==> src/rtl/serial_adder.sv <==
// Bit-serial WIDTH-bit adder: one full-adder cell, registered carry, LSB first,
// start/busy/done handshake. Define SERIAL_ADDER_OVF_EN to add a signed-overflow output.
module serial_adder #(
  parameter int WIDTH = 8
) (
  input  logic             clk,
  input  logic             rst_n,
  input  logic             start,
  input  logic [WIDTH-1:0] a,
  input  logic [WIDTH-1:0] b,
  input  logic             cin,
  output logic             busy,
  output logic             done,
  output logic [WIDTH-1:0] sum,
`ifdef SERIAL_ADDER_OVF_EN
  output logic             ovf,
`endif
  output logic             cout
);

  localparam int CNT_W = $clog2(WIDTH);

  typedef enum logic [1:0] {IDLE, RUN, DONE} state_t;

  state_t           state, state_nxt;
  logic [WIDTH-1:0] a_sr, b_sr, res_sr, res_nxt;
  logic [CNT_W-1:0] cnt;
  logic             carry, s_bit, c_nxt, load, last;

  // Full-adder cell on the current LSBs; result bits enter at the MSB end.
  always_comb begin
    load    = start && (state != RUN);
    last    = (state == RUN) && (cnt == CNT_W'(WIDTH-1));
    s_bit   = a_sr[0] ^ b_sr[0] ^ carry;
    c_nxt   = (a_sr[0] & b_sr[0]) | (a_sr[0] & carry) | (b_sr[0] & carry);
    res_nxt = (res_sr >> 1) | (WIDTH'(s_bit) << (WIDTH-1));
  end

  always_ff @(posedge clk or negedge rst_n) begin
    if (!rst_n) state <= IDLE;
    else        state <= state_nxt;
  end

  always_comb begin
    state_nxt = state;
    case (state)
      IDLE:    if (start) state_nxt = RUN;
      RUN:     if (last)  state_nxt = DONE;
      DONE:    state_nxt = start ? RUN : IDLE;
      default: state_nxt = IDLE;
    endcase
  end

  // busy/done come straight from flops so they cannot glitch on state decode.
  always_ff @(posedge clk or negedge rst_n) begin
    if (!rst_n) begin
      busy <= 1'b0;
      done <= 1'b0;
    end else begin
      busy <= (state_nxt == RUN);
      done <= (state_nxt == DONE);
    end
  end

  always_ff @(posedge clk or negedge rst_n) begin
    if (!rst_n) begin
      a_sr   <= '0;
      b_sr   <= '0;
      res_sr <= '0;
      carry  <= 1'b0;
      cnt    <= '0;
      sum    <= '0;
      cout   <= 1'b0;
`ifdef SERIAL_ADDER_OVF_EN
      ovf    <= 1'b0;
`endif
    end else if (load) begin
      a_sr   <= a;
      b_sr   <= b;
      res_sr <= '0;
      carry  <= cin;
      cnt    <= '0;
    end else if (state == RUN) begin
      a_sr   <= a_sr >> 1;
      b_sr   <= b_sr >> 1;
      res_sr <= res_nxt;
      carry  <= c_nxt;
      cnt    <= cnt + CNT_W'(1);
      if (last) begin
        sum  <= res_nxt;
        cout <= c_nxt;
`ifdef SERIAL_ADDER_OVF_EN
        // carry holds the carry into the MSB on the final bit
        ovf  <= carry ^ c_nxt;
`endif
      end
    end
  end

endmodule
==> config.mk <==
export PLATFORM = sky130hd
export DESIGN_NAME = serial_adder
export DESIGN_NICKNAME = d
export VERILOG_FILES = /design/src/rtl/serial_adder.sv
export SDC_FILE = /design/constraint.sdc
export NUM_CORES = 1
export LEC_CHECK = 0
export BUFFER_PORTS_ARGS = -buffer_cell sky130_fd_sc_hd__buf_2
export CAP_MARGIN = 10
export CORE_ASPECT_RATIO = 0.6
export CORE_UTILIZATION = 35
export DETAILED_ROUTE_END_ITERATION = 7
export SLEW_MARGIN = 0
export SYNTH_ARGS = -nofsm -noshare
export SYNTH_HDL_FRONTEND = slang
export SYNTH_SLANG_ARGS = --single-unit
==> constraint.sdc <==
create_clock -name clk -period 2.1 [get_ports clk]
set_clock_uncertainty 0.05 [all_clocks]
set_input_delay 0.315 -clock clk [delete_from_list [all_inputs] [get_ports clk]]
set_output_delay 0.315 -clock clk [all_outputs]
set_load 0.02 [all_outputs]
== Yosys cells after proc, flatten, opt, wreduce, memory -nomap -nowiden ==
Cells that the tools add are included.

* Word-level logic and storage cells: 45
* Register bits after elaboration: 41
* Input port bits: 20
* Output and inout port bits: 11

* Equality and inequality tests: 6
* Multiplexer cells: 14
* Bitwise operators: 9
* $add $sub $neg: 1
* Reduce and logical (&&, ||, !) cells: 5

{| class="wikitable"
|+ Operators by type and width
! cell !! number
|-
| $mux 8 || 6
|-
| $or 7x8->8 || 1
|-
| $mux 3 || 2
|-
| $pmux 2 s3 || 1
|-
| $eq 2x1->1 const B || 2
|-
| $eq 2x2->1 const B || 2
|-
| $mux 2 || 2
|-
| $add 3x1->3 const B || 1
|-
| $and 1x1->1 || 3
|-
| $eq 3x3->1 const B || 1
|-
| $mux 1 || 3
|-
| $reduce_and 3->1 || 1
|-
| $logic_and 1x1->1 || 2
|-
| $logic_not 2->1 || 1
|-
| $ne 2x1->1 const B || 1
|-
| $or 1x1->1 || 2
|-
| $reduce_bool 2->1 || 1
|-
| $xor 1x1->1 || 2
|-
| $not 1->1 || 1
|}

== Logic depth before layout (Yosys ltp) ==
* Depth after elaboration: 5
* Depth in mapped cells: 5
* Gate-level depth less buffers: 4

== Least setup slack after synthesis ==
No wires, ideal clock.

* Kind: register to register
* From: register cnt[0]
* To: register sum[0]
* Data arrival time: 1.396 ns
* Library setup time: 0.125 ns
* Buffers on the path: 1
* Data required time: 1.925 ns
* Setup slack: 0.530 ns
* Period minus slack after synthesis: 1.570 ns
* Stages on the path, launching flop included: 6
* Path through: dfrtp_1 > ha_1 > ha_1 > nand3b_1 > buf_2 > mux2_2

* Word-level cells in the longest chain between the ends: 3

{| class="wikitable"
|+ Ends and longest elaborated chain
! item !! RTL line !! RTL
|-
| from (decl) || 27 || <nowiki>logic [CNT_W-1:0] cnt;</nowiki>
|-
| from (signal assigned) || 88 || <nowiki>cnt <= cnt + CNT_W'(1);</nowiki>
|-
| $eq 3x3->1 || 33 || <nowiki>last = (state == RUN) && (cnt == CNT_W'(WIDTH-1));</nowiki>
|-
| $logic_and 1x1->1 || 33 ||
|-
| $reduce_and 3->1 (no line) || n/a ||
|-
| to (signal assigned) || 90 || <nowiki>sum <= res_nxt;</nowiki>
|-
| to (decl) || 14 || <nowiki>output logic [WIDTH-1:0] sum,</nowiki>
|}

No other way between the ends.
A chain may end at the register's enable or synchronous reset.

== Final worst setup path ==
* From: register cnt[0]
* To: register sum[3]

Same word-level chain as after synthesis.

==> impl_metrics.json <==
{
  "cts_resized": 0,
  "layout-drive-gt1-share_pct": 53.1,
  "grt.total_usage_pct": 11.6,
  "worstPathArrival_ps": 1960,
  "avgViaCountPerCell": 4.46,
  "cts_hold_buffers": 0,
  "cts_tree": "yes",
  "synth_nets": 149,
  "ys_seq_area_share_pct": 52.9,
  "yosysUniqueCellTypes": 15,
  "postPlaceCellArea_um2": 2070,
  "power_density_nw_per_um2": 1400,
  "drv_slew": 0,
  "synthArstFlopShare_pct": 100,
  "vias": 1009,
  "cts_root_buf": "clkbuf_8",
  "ys_ff_latch": 40,
  "cp_slowest_stage_delay_ps": 440,
  "hold_viol_final": 0,
  "yosys.area.top_type": "dfrtp_1",
  "synth_top_area_share_pct": 52.9,
  "tightest_slew_ps": 597,
  "antenna_found_initial": 0,
  "yosysWarnings": 0,
  "reg2reg_from": "cnt[0]",
  "cp.required_ps": 2220,
  "die-height_um": 58.9,
  "synth_flop_cell": "dfrtp_1",
  "finalCriticalPeriod_ps": 1840,
  "hold_path.class": "input port to async pin",
  "slowest_stage": "nand3b_1",
  "first_pass_iters": 4,
  "gp_congestion": 0.682,
  "grt_setup_unrepaired": "no",
  "crit_family": "simple AND/OR/NAND/NOR gates",
  "io_pins": 31,
  "post-cts-setup-buffer-count": 0,
  "fp-row-count": 20,
  "fin_nets": 182,
  "final_cell_area_um2": 2170,
  "crit_path_start_kind": "flop",
  "syn_area_per_cell_um2": 15.0,
  "cts.sinks": 40,
  "yosys-top-cells-area": "dfrtp_1 53%, mux2_2 17%, mux2_4 14%",
  "crit_type": "flop to flop",
  "cp_num_buf_inv": 0,
  "n_antenna_cell": 0,
  "wl_per_cell_um": 13.3,
  "die_w_um": 96.9,
  "die_area_um2": 5710,
  "yosysMostFrequentCell": "dfrtp_1",
  "status": "finished clean",
  "total_leakage_power_nw": 1.09,
  "setup_tns_ps": 0,
  "crit_start": "cnt[0]",
  "max-slew-margin-rel_pct": 60.2,
  "synth_edf_count": 0,
  "clk_pin_slew_ps": 80,
  "grt_remaining_overflow": 0,
  "grt_max_degree": 41,
  "synthTopCellsByCount": "40 x dfrtp_1, 28 x mux2_2, 17 x mux2_4",
  "detail-route-antenna-nets": 0,
  "max_cap_viol_count": 0,
  "drc": 0,
  "timing.critical_path.cells": "ha_1 > ha_1 > nand3b_1 > mux2_2",
  "port-buffer-count": 30,
  "fin_crit_sh_pct": 87.5,
  "place_hpwl_um": 2080,
  "first_global_vias": 1051,
  "critPathMostFrequentCell": "ha_1",
  "htree_levels": 2,
  "synth_area_um2": 1890,
  "end_kind": "flop",
  "crit_fanout": 11,
  "wl_um": 3000,
  "numCtsBuffers": 5,
  "area_growth_pct": 14.6,
  "peakVddDrop_uv": 458,
  "clock_latency_ps": 290,
  "core_area_um2": 5130,
  "setup_viol": 0,
  "timing.fmax_ghz": 0.544,
  "cts_buffer_depth": 2,
  "grt_pass1_wl_um": 5040,
  "synth_cells": 126,
  "initial_core_util_pct": 36.9,
  "drtIter0Drc": 37
}
==> stage by stage <==
step           hold WS [ps]  total power (W)  util (%)  setup slack, ps  cells
2_1_floorplan         -30.6          0.00233         -              530    126
3_3_place_gp            349          0.00250      40.4              355    218
3_5_place_dp            354          0.00255      40.4              259    218
4_1_cts                37.7          0.00309      42.2              241    226
5_1_grt                59.3          0.00325      42.2              170    226
6_report               25.6          0.00304      42.2              263    226
==> state kept, by name, indices dropped and copies added, names as in the netlist <==
name / count
done: 1
state: 2
cnt: 3
sum: 8
a_sr: 8
busy: 1
cout: 1
res_sr: 7
b_sr: 8
carry: 1
==> worst register-to-register path, delay by kind of cell, from the launching register on <==
kind,cells,cell delay (ps)
DFF,1,410
and+or+nand+nor,1,440
muxes,1,400
adders and majority gates,2,420
==> layout make-up <==
cell class                      count  area [µm²]
Fill cell                         487        2960
Sequential cell                    40        1000
Multi-Input combinational cell     72         790
Timing Repair Buffer               33         173
Clock buffer                        7        86.3
Tap cell                           66        82.6
Inverter                            7        26.3
Clock inverter                      1        7.51
==> kinds of logic after synthesis <==
group / Yosys count / share of synthesized area [%]
and+or+nand+nor: 16 / 4.96
buffers and inverters: 14 / 5.29
adders and majority gates: 3 / 2.38
muxes: 53 / 34.4
DFF: 40 / 52.9
==> power by group <==
group / internal (W) / switching (W)
clock: 0.000267 / 0.000255
combinational: 0.000720 / 0.000521
sequential: 0.00110 / 0.000175
==> worst paths after layout <==
kind                           end  slack [ps]  depth (start not counted)
max                         sum[3]         260                          4
min                          carry          30                          2
max reg2reg                 sum[3]         260                          4
min reg2reg                b_sr[5]         440                          1
max in group asynchronous  a_sr[5]        1630                          2
min in group clk           b_sr[7]         240                          3
==> routing by layer <==
layer  part of all wire [%]  vias up  wire (µm)  track usage [%]
met3                    6.4        4        191             5.23
met5                      0        -          0                0
met1                     51      488       1520             15.5
li1                       -      493          -                -
met4                   0.83        0         25             4.48
met2                     42       24       1260             16.6
==> cells in the final DEF (no fill, tap or decap), types with 2 or more instances in the layout <==
cell       n
buf_2     30
inv_1      7
nor2_1     3
mux2_4    17
ha_1       2
buf_4      3
mux2_2    28
nand2b_1   3
dfrtp_1   40
nor2b_1    9
clkbuf_8   6
mux2i_1    8
No activity file was read; power rests on OpenSTA's default activity.
